## src/rtl/imm_ext_arbiter_if.sv

```systemverilog
// Bundle of requester, extender and response signals for the immediate-extender arbiter.
// The arbiter is the slave (serves requests); the environment side is the master.
interface imm_ext_arbiter_if #(
  parameter int CNT_W = 8
);
  logic             r0_valid;
  logic             r0_ready;
  logic [31:0]      r0_in;
  logic [1:0]       r0_sel;
  logic             r0_zext;
  logic             r1_valid;
  logic             r1_ready;
  logic [31:0]      r1_in;
  logic [1:0]       r1_sel;
  logic             r1_zext;
  logic [31:0]      ext_in;
  logic [1:0]       ext_sel;
  logic             ext_enable;
  logic [31:0]      ext_y;
  logic             rsp_valid;
  logic             rsp_ready;
  logic [31:0]      rsp_data;
  logic             rsp_id;
  logic [CNT_W-1:0] cnt0;
  logic [CNT_W-1:0] cnt1;

  modport slave (
    input  r0_valid, r0_in, r0_sel, r0_zext,
    input  r1_valid, r1_in, r1_sel, r1_zext,
    input  ext_y, rsp_ready,
    output r0_ready, r1_ready, ext_in, ext_sel, ext_enable,
    output rsp_valid, rsp_data, rsp_id, cnt0, cnt1
  );

  modport master (
    output r0_valid, r0_in, r0_sel, r0_zext,
    output r1_valid, r1_in, r1_sel, r1_zext,
    output ext_y, rsp_ready,
    input  r0_ready, r1_ready, ext_in, ext_sel, ext_enable,
    input  rsp_valid, rsp_data, rsp_id, cnt0, cnt1
  );
endinterface

```

## src/rtl/imm_ext_arbiter.sv

```systemverilog
// Round-robin sharing of one immediate extender between decode (0) and branch-target (1),
// with a one-entry result register that can drain and refill on the same edge.
//   state   | meaning
//   S_EMPTY | result register holds nothing
//   S_FULL  | result register holds a result for the consumer
module imm_ext_arbiter #(
  parameter logic FIRST_PRIO = 1'b0,
  parameter int   CNT_W      = 8
) (
  input  logic                clk,
  input  logic                reset,
  imm_ext_arbiter_if.slave    bus
);

  typedef enum logic {S_EMPTY = 1'b0, S_FULL = 1'b1} state_t;

  state_t           r_state;
  state_t           w_state_nxt;
  logic             r_last_grant;
  logic [31:0]      r_rsp_data;
  logic             r_rsp_id;
  logic [CNT_W-1:0] r_cnt0;
  logic [CNT_W-1:0] r_cnt1;

  logic             w_any;
  logic             w_gnt;
  logic             w_slot_free;
  logic             w_accept;

  always_comb begin
    w_any       = bus.r0_valid | bus.r1_valid;
    // On contention the requester that did not win last time goes first.
    w_gnt       = (bus.r0_valid & bus.r1_valid) ? ~r_last_grant : bus.r1_valid;
    w_slot_free = (r_state == S_EMPTY) | bus.rsp_ready;
    w_accept    = w_slot_free & w_any & ~reset;
    w_state_nxt = r_state;
    case (r_state)
      S_EMPTY: if (w_accept) w_state_nxt = S_FULL;
      S_FULL:  if (bus.rsp_ready & ~w_accept) w_state_nxt = S_EMPTY;
      default: w_state_nxt = S_EMPTY;
    endcase
  end

  always_ff @(posedge clk) begin
    if (reset) begin
      r_state      <= S_EMPTY;
      r_last_grant <= ~FIRST_PRIO;
      r_rsp_data   <= '0;
      r_rsp_id     <= 1'b0;
      r_cnt0       <= '0;
      r_cnt1       <= '0;
    end else begin
      r_state <= w_state_nxt;
      if (w_accept) begin
        r_rsp_data   <= bus.ext_y;
        r_rsp_id     <= w_gnt;
        r_last_grant <= w_gnt;
        if (!w_gnt && (r_cnt0 != '1)) r_cnt0 <= r_cnt0 + 1'b1;
        if (w_gnt && (r_cnt1 != '1))  r_cnt1 <= r_cnt1 + 1'b1;
      end
    end
  end

  assign bus.r0_ready   = w_accept & ~w_gnt;
  assign bus.r1_ready   = w_accept & w_gnt;
  // Extender sees the winner even when the slot is busy, so ext_y is ready the moment it frees.
  assign bus.ext_in     = !w_any ? 32'd0 : (w_gnt ? bus.r1_in   : bus.r0_in);
  assign bus.ext_sel    = !w_any ? 2'd0  : (w_gnt ? bus.r1_sel  : bus.r0_sel);
  assign bus.ext_enable = !w_any ? 1'b0  : (w_gnt ? bus.r1_zext : bus.r0_zext);
  assign bus.rsp_valid  = (r_state == S_FULL);
  assign bus.rsp_data   = r_rsp_data;
  assign bus.rsp_id     = r_rsp_id;
  assign bus.cnt0       = r_cnt0;
  assign bus.cnt1       = r_cnt1;

endmodule

```

## src/flat_wrapper.sv

```systemverilog
// flat-port wrapper written by rule: the top's interface ports become plain ports
module imm_ext_arbiter_flat 
#(
  parameter logic FIRST_PRIO = 1'b0,
  parameter int   CNT_W      = 8
)
  (clk, reset, bus_r0_valid, bus_r0_in, bus_r0_sel, bus_r0_zext, bus_r1_valid, bus_r1_in, bus_r1_sel, bus_r1_zext, bus_ext_y, bus_rsp_ready, bus_r0_ready, bus_r1_ready, bus_ext_in, bus_ext_sel, bus_ext_enable, bus_rsp_valid, bus_rsp_data, bus_rsp_id, bus_cnt0, bus_cnt1);
  imm_ext_arbiter_if #(.CNT_W(CNT_W)) bus_i ();
  input  logic clk;
  input  logic reset;
  input wire logic [$bits(bus_i.r0_valid)-1:0] bus_r0_valid;
  input wire logic [$bits(bus_i.r0_in)-1:0] bus_r0_in;
  input wire logic [$bits(bus_i.r0_sel)-1:0] bus_r0_sel;
  input wire logic [$bits(bus_i.r0_zext)-1:0] bus_r0_zext;
  input wire logic [$bits(bus_i.r1_valid)-1:0] bus_r1_valid;
  input wire logic [$bits(bus_i.r1_in)-1:0] bus_r1_in;
  input wire logic [$bits(bus_i.r1_sel)-1:0] bus_r1_sel;
  input wire logic [$bits(bus_i.r1_zext)-1:0] bus_r1_zext;
  input wire logic [$bits(bus_i.ext_y)-1:0] bus_ext_y;
  input wire logic [$bits(bus_i.rsp_ready)-1:0] bus_rsp_ready;
  output wire logic [$bits(bus_i.r0_ready)-1:0] bus_r0_ready;
  output wire logic [$bits(bus_i.r1_ready)-1:0] bus_r1_ready;
  output wire logic [$bits(bus_i.ext_in)-1:0] bus_ext_in;
  output wire logic [$bits(bus_i.ext_sel)-1:0] bus_ext_sel;
  output wire logic [$bits(bus_i.ext_enable)-1:0] bus_ext_enable;
  output wire logic [$bits(bus_i.rsp_valid)-1:0] bus_rsp_valid;
  output wire logic [$bits(bus_i.rsp_data)-1:0] bus_rsp_data;
  output wire logic [$bits(bus_i.rsp_id)-1:0] bus_rsp_id;
  output wire logic [$bits(bus_i.cnt0)-1:0] bus_cnt0;
  output wire logic [$bits(bus_i.cnt1)-1:0] bus_cnt1;
  assign bus_i.r0_valid = bus_r0_valid;
  assign bus_i.r0_in = bus_r0_in;
  assign bus_i.r0_sel = bus_r0_sel;
  assign bus_i.r0_zext = bus_r0_zext;
  assign bus_i.r1_valid = bus_r1_valid;
  assign bus_i.r1_in = bus_r1_in;
  assign bus_i.r1_sel = bus_r1_sel;
  assign bus_i.r1_zext = bus_r1_zext;
  assign bus_i.ext_y = bus_ext_y;
  assign bus_i.rsp_ready = bus_rsp_ready;
  assign bus_r0_ready = bus_i.r0_ready;
  assign bus_r1_ready = bus_i.r1_ready;
  assign bus_ext_in = bus_i.ext_in;
  assign bus_ext_sel = bus_i.ext_sel;
  assign bus_ext_enable = bus_i.ext_enable;
  assign bus_rsp_valid = bus_i.rsp_valid;
  assign bus_rsp_data = bus_i.rsp_data;
  assign bus_rsp_id = bus_i.rsp_id;
  assign bus_cnt0 = bus_i.cnt0;
  assign bus_cnt1 = bus_i.cnt1;
  imm_ext_arbiter #(.FIRST_PRIO(FIRST_PRIO), .CNT_W(CNT_W)) u_core (.clk(clk), .reset(reset), .bus(bus_i));
endmodule
```

## config.mk

```make
export PLATFORM = sky130hd
export DESIGN_NAME = imm_ext_arbiter_flat
export DESIGN_NICKNAME = d
export VERILOG_FILES = /design/src/rtl/imm_ext_arbiter_if.sv /design/src/rtl/imm_ext_arbiter.sv /design/src/flat_wrapper.sv
export SDC_FILE = /design/constraint.sdc
export NUM_CORES = 1
export LEC_CHECK = 0
export ABC_CLOCK_PERIOD_IN_PS = 2100
export CORE_MARGIN = 2
export CORE_UTILIZATION = 38
export CTS_BUF_LIST = sky130_fd_sc_hd__clkbuf_2
export DETAILED_ROUTE_END_ITERATION = 8
export PLACE_DENSITY = 0.95
export SYNTH_ARGS = -nofsm -noshare
export SYNTH_HDL_FRONTEND = slang
export SYNTH_SLANG_ARGS = --single-unit
```

## constraint.sdc

```tcl
create_clock -name clk -period 2.1 [get_ports clk]
set_input_delay 0.21 -clock clk [delete_from_list [all_inputs] [get_ports clk]]
set_output_delay 0.21 -clock clk [all_outputs]
set_load 0.02 [all_outputs]
```

Word-level counts from Yosys, hierarchy flattened
Cells that the tools add are included.
{ "classes": {"add_sub_neg": 2, "reduce_logical": 5, "muxes": 10, "n_eq_ne": 2, "bitwise_logic": 13} }
{ "ops": {"columns": ["cell", "count"], "rows": [
  ["$mux 32", 2],
  ["$add 8x1->8 const B", 2],
  ["$ne 8x8->1 const B", 2],
  ["$and 1x1->1", 6],
  ["$mux 1", 5],
  ["$not 1->1", 5],
  ["$mux 2", 2],
  ["$reduce_and 2->1", 2],
  ["$logic_and 1x1->1", 2],
  ["$or 1x1->1", 2],
  ["$pmux 1 s2", 1],
  ["$logic_not 1->1", 1]
]} }
{ "totals": {"input_bits": 107, "word_cells": 38, "out_inout_bits": 87, "reg_bits": 51} }

Depth between registers and ports, before layout
Gate-level depths: netlist of the first run.
{ "depth": {"ltp_word": 8, "ltp_mapped": 7, "depth_no_buf": 5} }

Worst setup path after synthesis of the first run
OpenSTA, ideal clock, no wires.
{ "synth_path": {"kind": "reg2reg", "startpoint": "reg u_core.r_cnt0[0], in the netlist u_core.bus.cnt0[0]", "endpoint": "reg u_core.r_cnt0[5], in the netlist u_core.bus.cnt0[5]", "arrival_time_ns": 1.425, "setup_time_ns": 0.070, "period_less_slack_ns": 1.495, "required_ns": 2.030, "n_path_buf": 0, "path_slack_ns": 0.605, "path_stages_with_launch": 6, "cell_sequence": "dfxtp_1 ha_1 nand3_1 nor2_1 or4_1 a21oi_1"} }
{ "synth_between": {"elab_chain_cells": 3, "elab_cells_between_ends": 4, "cone_classes": "add/sub (1); eq/ne (1); reduce/logical (2)"} }
{ "synth_lines": {"columns": ["element", "line", "text"], "rows": [
  ["start, declared", "imm_ext_arbiter.sv:22", "logic [CNT_W-1:0] r_cnt0;"],
  ["start signal, assigned", "imm_ext_arbiter.sv:58", "if (!w_gnt && (r_cnt0 != '1)) r_cnt0 <= r_cnt0 + 1'b1;"],
  ["branches (longest 3 deep; another with $add 8x1->8)", null, null]
]} }
Parallel ways; which one is timed is not known.
A chain may end at the register's enable or synchronous reset.

Final worst setup path of the first run
{ "layout_path": {"startpoint": "in bus_r0_valid", "endpoint": "out bus_ext_sel[1]"} }
{ "layout_between": {"elab_chain_cells": 4, "elab_cells_between_ends": 5, "cone_classes": "mux (3); bitwise (2)"} }
{ "layout_lines": {"columns": ["element", "line", "text"], "rows": [
  ["start, declared", "flat_wrapper.sv:11", "input wire logic [$bits(bus_i.r0_valid)-1:0] bus_r0_valid;"],
  ["$and 1x1->1", "imm_ext_arbiter.sv:33", "w_gnt = (bus.r0_valid & bus.r1_valid) ? ~r_last_grant : bus.r1_valid;"],
  ["$mux 1", "imm_ext_arbiter.sv:33", null],
  ["$mux 2", "imm_ext_arbiter.sv:68", "assign bus.ext_sel = !w_any ? 2'd0 : (w_gnt ? bus.r1_sel : bus.r0_sel);"],
  ["$mux 2 *", "imm_ext_arbiter.sv:68", null],
  ["end, declared", "flat_wrapper.sv:24", "output wire logic [$bits(bus_i.ext_sel)-1:0] bus_ext_sel;"]
]} }
Mark *: on every way between the ends. The rest lies on a longest branch, timed or not.

==> out/qor.csv, run 1 <==
metric;value;unit
peakVddDrop;485;uV
period_share;0.934;
fin_setup_tns;0;ns
wl_per_cell;14.8;um
synthesis.nets;476;
layout.nets;663;
dp_cells;627;
crit_type;input pin to output pin;
hold_slack;0.275;ns
cts_buffers;5;
yosysUniqueCellTypes;44;
die_area;7630;um^2
syn_avg_cell_area;7.19;um^2
initial_core_util;0.391;
clock_path_buffers;2;
slew_headroom;0.682;
synth-seq-area-share;0.387;
crit_fanout;40;
rsz0062_at_grt;false;
syn-cell-area;2640;um^2
antenna_found_initial;0;
grt_pass1_vias;3172;
grt_pass1_wl;14200;um
rrSetupSlack;0.51;ns
drv_cap;0;
hold_path_class;input pin to flop;
fin_cells;635;
grt.overflow.total;0;
whs_endpoint;u_core.bus.rsp_data[25];
postRouteAntennaNets;0;
drt-total-wl;9400;um
reg2reg_to;u_core.bus.cnt0[5];
path_clk_slew;0.25;ns
hpwlAfterDp;7280;um
synth_ff_type;dfxtp_1;
worstMarginPinSlew;0.475;ns
combPwrFrac;0.333;
finalClockSkew;0.0152;ns
grtUsageTotal;0.231;
cp-end-kind;output pin;
final_core_utilization;0.699;
setup_ws;0.138;ns
p_int;1.62;mW
drtPass1Iterations;4;
status;completed;
drcViolationCount;0;
p_leak;1.97;nW
die_x;87.4;um
clkPwrFrac;0.216;
switchingPower;0.724;mW
crit_path_start_kind;input pin;
r2r_start;u_core.bus.cnt0[0];
p_sw_frac;0.309;
htree_levels;2;
vias;3301;
cts_tree;yes;
cts_sinks;51;
hold_viol_final;0;
portBuffers;193;
place_congestion;0.852;
max_freq;510;MHz
place_ws;-0.220;ns
cp.arrival;1.75;ns
viasPerCell;5.20;
min_from;bus_ext_y[25];
syn2layout_area_growth;78.8;%
setup_violations;0;
placeableCoreArea;6760;um^2
crit_required;1.89;ns
r2r_cells;5;
synth-edff-count;0;
drive_gt1_frac;0.0703;
cts-root-buf;clkbuf_2;
clock_latency;0.43;ns
p_seq_frac;0.451;
async_flop_share;0;
yosys_warnings;0;
post-route-min-period;1.96;ns
ys_seq_elements;51;
die_h;87.4;um
grt_max_degree;41;
syn_inst;367;
fp-row-count;30;
ios;194;
initialDrtViolationCount;154;
slew_violations;0;
diodes;0;
power.density;496;nW/um^2
whs_path_depth;3;
-- cell usage after synthesis (2+ instances only) --
library cell,instances,area share
o311ai_0,3,0.010
o211ai_1,34,0.097
buf_1,3,0.0043
inv_2,2,0.0028
nand2_1,142,0.20
o21ai_0,41,0.078
o41ai_1,2,0.0066
a311oi_1,2,0.0066
o31ai_1,2,0.0057
inv_1,3,0.0043
or3_1,4,0.0095
nand4_1,2,0.0047
nand3_1,4,0.0076
nor3_1,2,0.0038
nor2_1,5,0.0071
dfxtp_1,51,0.39
or4_1,3,0.0085
ha_1,2,0.0095
nand3b_1,2,0.0057
nand2b_1,2,0.0047
buf_2,7,0.013
a211oi_1,2,0.0057
a31oi_1,2,0.0047
a21oi_1,9,0.017
clkbuf_1,17,0.024
-- worst max-delay path, stage by stage --
cell and delay, ns:
clkdlybuf4s50_1 0.53, a21boi_4 0.27, buf_12 0.21, nand2_1 0.07, o21ai_0 0.08, dlygate4sd2_1 0.37
-- metal layers --
metal,part of all wire,global-route usage,routed length (um),vias to the layer above
met2,0.51,0.435,4790,146
met4,0.019,0.0685,174,0
met5,0,0,0,-
met1,0.37,0.231,3500,1493
met3,0.099,0.0891,931,18
li1,-,-,-,1644
-- sequential cells by signal, indices dropped and copies added, names as in the netlist --
| name | cells |
|---|---|
| u_core.r_last_grant | 1 |
| u_core.bus.rsp_data | 32 |
| u_core.bus.cnt0 | 8 |
| u_core.bus.rsp_id | 1 |
| u_core.bus.cnt1 | 8 |
| u_core.bus.rsp_valid | 1 |
-- placed cells by master (no fill, tap or decap), types with 3 or more instances in the layout --
| cell | count |
|---|---|
| clkdlybuf4s15_1 | 5 |
| o21ai_0 | 41 |
| clkdlybuf4s50_1 | 156 |
| dfxtp_1 | 50 |
| inv_1 | 3 |
| dlygate4sd2_1 | 28 |
| nand2_1 | 142 |
| buf_4 | 12 |
| clkbuf_2 | 8 |
| o311ai_0 | 3 |
| nand3_1 | 4 |
| or3_1 | 4 |
| or4_1 | 3 |
| a21oi_1 | 9 |
| nor2_1 | 5 |
| o211ai_1 | 34 |
-- layout make-up --
class | instances | area, um^2
clock buffer | 5 | 25.0
clock inverter | 3 | 38.8
fill | 549 | 2040
inverter | 5 | 18.8
multi-input combinational | 283 | 1490
sequential | 51 | 1020
tap | 80 | 100
timing repair buffer | 208 | 2030
-- per-stage QoR --
stage,instance area (um^2),power (mW)
floorplan,2640,1.41
global placement,4700,1.88
detailed placement,4700,1.90
CTS,4720,2.35
global route,4720,2.46
finish,4720,2.34
-- how the worst max path moves through the flow --
stage / from / endpoint / slack, ns
detailed placement: bus_r0_valid / bus_ext_in[31] / -0.22
global route: u_core.r_last_grant / bus_ext_in[25] / 0.002
finish: bus_r0_valid / bus_ext_sel[1] / 0.14
CTS: u_core.r_last_grant / bus_r0_ready / 0.02
floorplan: u_core.bus.cnt0[0] / u_core.bus.cnt0[5] / 0.60
global placement: bus_r0_valid / bus_ext_in[5] / -0.20
-- repair_timing --
item                       in CTS  in global routing
pin swaps                       0                  0
gates resized for setup        38                 16
hold buffers                    0                  0
setup buffers                   0                  0
setup endpoints to repair      37                 25
-- cells by family after synthesis --
group	Yosys count	synth area share
simple gates	179	0.299
compound gates	101	0.248
flops	51	0.387
buf+inv	33	0.0531
fa+ha+maj	2	0.00948
mux	1	0.00379
-- power by group through the flow --
stage / registers (mW) / logic (mW) / clock network [mW]
finish: 1.06 / 0.780 / 0.505
detailed placement: 1.07 / 0.823 / 0
global placement: 1.07 / 0.807 / 0
CTS: 1.06 / 0.782 / 0.513
global route: 1.06 / 0.834 / 0.560
floorplan: 1.13 / 0.273 / 0
Note: power is estimated with default switching activity, not from simulation.
==> inputs of run 2 (changes only) <==
--- a/config.mk
+++ b/config.mk
@@ -9,8 +9,10 @@
 export CORE_MARGIN = 2
 export CORE_UTILIZATION = 38
 export CTS_BUF_LIST = sky130_fd_sc_hd__clkbuf_2
+export CTS_CLUSTER_DIAMETER = 30
 export DETAILED_ROUTE_END_ITERATION = 8
 export PLACE_DENSITY = 0.95
+export REMOVE_ABC_BUFFERS = 1
 export SYNTH_ARGS = -nofsm -noshare
 export SYNTH_HDL_FRONTEND = slang
 export SYNTH_SLANG_ARGS = --single-unit
==> run 2 against run 1 <==
Sequential share of layout area grew 0.069 points. Sequential power is essentially flat. Die area is the same. Combinational power grew 2%. Core utilization shrank 0.22 points. Count of clock-buffer cells in the layout is the same. Total power shrank 4.1%. Hold slack lost 0.0094 ns. Critical path type is now flop to output pin. Critical endpoint unchanged.
==> out/qor.csv, run 2 (synthesis results as in run 1) <==
metric;value;unit;change
status;completed;;
period_share;0.943;;+0.00848
path_clk_slew;0.26;ns;about the same
slowest_delay;0.41;ns;-0.12 ns
die_area;7630;um^2;unchanged
clock_path_buffers;2;;unchanged
htree_levels;2;;unchanged
dp_cells;626;;-0.16%
post-route-min-period;1.98;ns;+0.0178 ns
layout_common_cells;clkdlybuf4s50_1, nand2_1, dfxtp_1, o21ai_0, o211ai_1;;
hold_path_class;input pin to flop;;
p_leak;1.96;nW;-0.47%
final_core_utilization;0.696;;-0.00222
antenna_found_initial;3;;+3
slew_headroom;0.647;;-0.0349
portBuffers;193;;unchanged
initial_core_util;0.391;;unchanged
hold_viol_final;0;;unchanged
fin_cells;639;;+0.63%
grt_pass1_wl;15200;um;+7.7%
power.total;2.25;mW;-4.1%
crit_slowest_cell;dfxtp_2;;
cts_buffers;5;;unchanged
placeableCoreArea;6760;um^2;unchanged
cts_sinks;51;;unchanged
power.density;477;nW/um^2;-3.8%
fp-row-count;30;;unchanged
cp-end-kind;output pin;;
initialDrtViolationCount;154;;unchanged
cts_tree;yes;;
cp.arrival;1.77;ns;+0.02 ns
die_h;87.4;um;unchanged
crit_type;flop to output pin;;
drv_cap;0;;unchanged
ios;194;;unchanged
finalClockSkew;0.0183;ns;+0.00313 ns
place_congestion;0.840;;-1.3%
setup_violations;0;;unchanged
crit_required;1.89;ns;about the same
cp.buffers_inverters;3;;unchanged
grt_pass1_vias;3317;;+4.6%
cts-root-buf;clkbuf_2;;
hpwlAfterDp;7640;um;+4.9%
vias;3408;;+3.2%
grt_max_degree;39;;-4.9%
wl_per_cell;15.7;um;+5.9%
slew_violations;0;;unchanged
final_common_cell;clkdlybuf4s50_1;;
max_freq;505;MHz;-0.90%
syn2layout_area_growth;78.2;%;
drtPass1Iterations;4;;unchanged
die_x;87.4;um;unchanged
cp_top_family;buffers and inverters;;
postRouteAntennaNets;0;;unchanged
largest_reg_flops;32;;unchanged
drt-total-wl;10000;um;+6.6%
worstMarginPinSlew;0.527;ns;+0.0522 ns
drcViolationCount;0;;unchanged
worstPathCellList;a21boi_4 > buf_12 > buf_16 > o21ai_0 > dlygate4sd2_1;;
crit_fanout;35;;-13%
peakVddDrop;506;uV;+4.3%
clock_latency;0.42;ns;about the same
grt.overflow.total;0;;unchanged
crit_path_start_kind;flop;;
drive_gt1_frac;0.0863;;+0.0161
layout.nets;664;;+0.15%
grtUsageTotal;0.252;;+0.0209
viasPerCell;5.33;;+2.6%
run 2: changes by cell type in the layout (fill, tap and decap cells not counted), moves of 3 or more:
| cell | previous run | this run |
|---|---|---|
| clkbuf_2 | 8 | 15 |
| clkdlybuf4s15_1 | 5 | 0 |
| diode_2 | 0 | 3 |
| dlygate4sd2_1 | 28 | 24 |
run 2: timing repair:
item	in CTS	in global routing
gates cloned	1	0
setup endpoints to repair	36	22
buffers inserted	0	1
resized for setup	50	22
hold buffers	0	0
run 2: area by class of cell:
class | count | area [um^2]
Inverter | 5 | 18.8
Timing Repair Buffer | 209 | 2020
Tap cell | 80 | 100
Multi-Input combinational cell | 283 | 1490
Fill cell | 533 | 2050
Sequential cell | 51 | 1020
Clock inverter | 3 | 20.0
Clock buffer | 5 | 25.0
Antenna cell | 3 | 7.51
run 2: stage by stage:
step / area [um^2] / setup WS, ns / setup TNS [ns] / hold slack, ns
2_1_floorplan: 2520 / -0.537 / -17.37 / 0.279
3_3_place_gp: 4690 / -0.175 / -2.46 / 0.473
3_5_place_dp: 4690 / -0.197 / -3.66 / 0.480
4_1_cts: 4730 / -0.0493 / -0.248 / 0.239
5_1_grt: 4700 / -0.0000551 / -0.0000551 / 0.210
6_report: 4710 / 0.120 / 0 / 0.266
run 2: worst paths after layout:
path,slack [ns],from,to,cells past startpoint
max,0.12,u_core.r_last_grant,bus_ext_sel[1],5
min,0.27,bus_ext_y[13],u_core.bus.rsp_data[13],3
max reg2reg,0.47,u_core.bus.cnt0[0],u_core.bus.cnt0[7],5
min reg2reg,0.51,u_core.bus.rsp_data[23],u_core.bus.rsp_data[23],2
run 2: power by group:
group          switching (mW)  total, mW  internal, mW
Sequential             0.0328       1.06          1.02
Clock                   0.314      0.394        0.0804
Combinational           0.390      0.794         0.404
run 2: worst register-to-register path, cell delays in order (launching register included):
cell and delay [ns]:
dfxtp_1 0.46, ha_1 0.19, nand3_1 0.15, nor2_1 0.46, o311ai_0 0.22, o41ai_1 0.09
run 2: routing by layer:
metal	part of all wire	up-vias	GRT usage
li1	-	1654	-
met3	0.11	28	0.0986
met1	0.35	1557	0.249
met5	0	-	0
met4	0.036	0	0.120
met2	0.50	169	0.456
==> inputs of run 3 (changes only) <==
--- a/config.mk
+++ b/config.mk
@@ -13,6 +13,7 @@
 export DETAILED_ROUTE_END_ITERATION = 8
 export PLACE_DENSITY = 0.95
 export REMOVE_ABC_BUFFERS = 1
+export SLEW_MARGIN = 20
 export SYNTH_ARGS = -nofsm -noshare
 export SYNTH_HDL_FRONTEND = slang
 export SYNTH_SLANG_ARGS = --single-unit
==> results of run 3 <==
No change in the layout: final DEF, timing and power equal those of run 2.
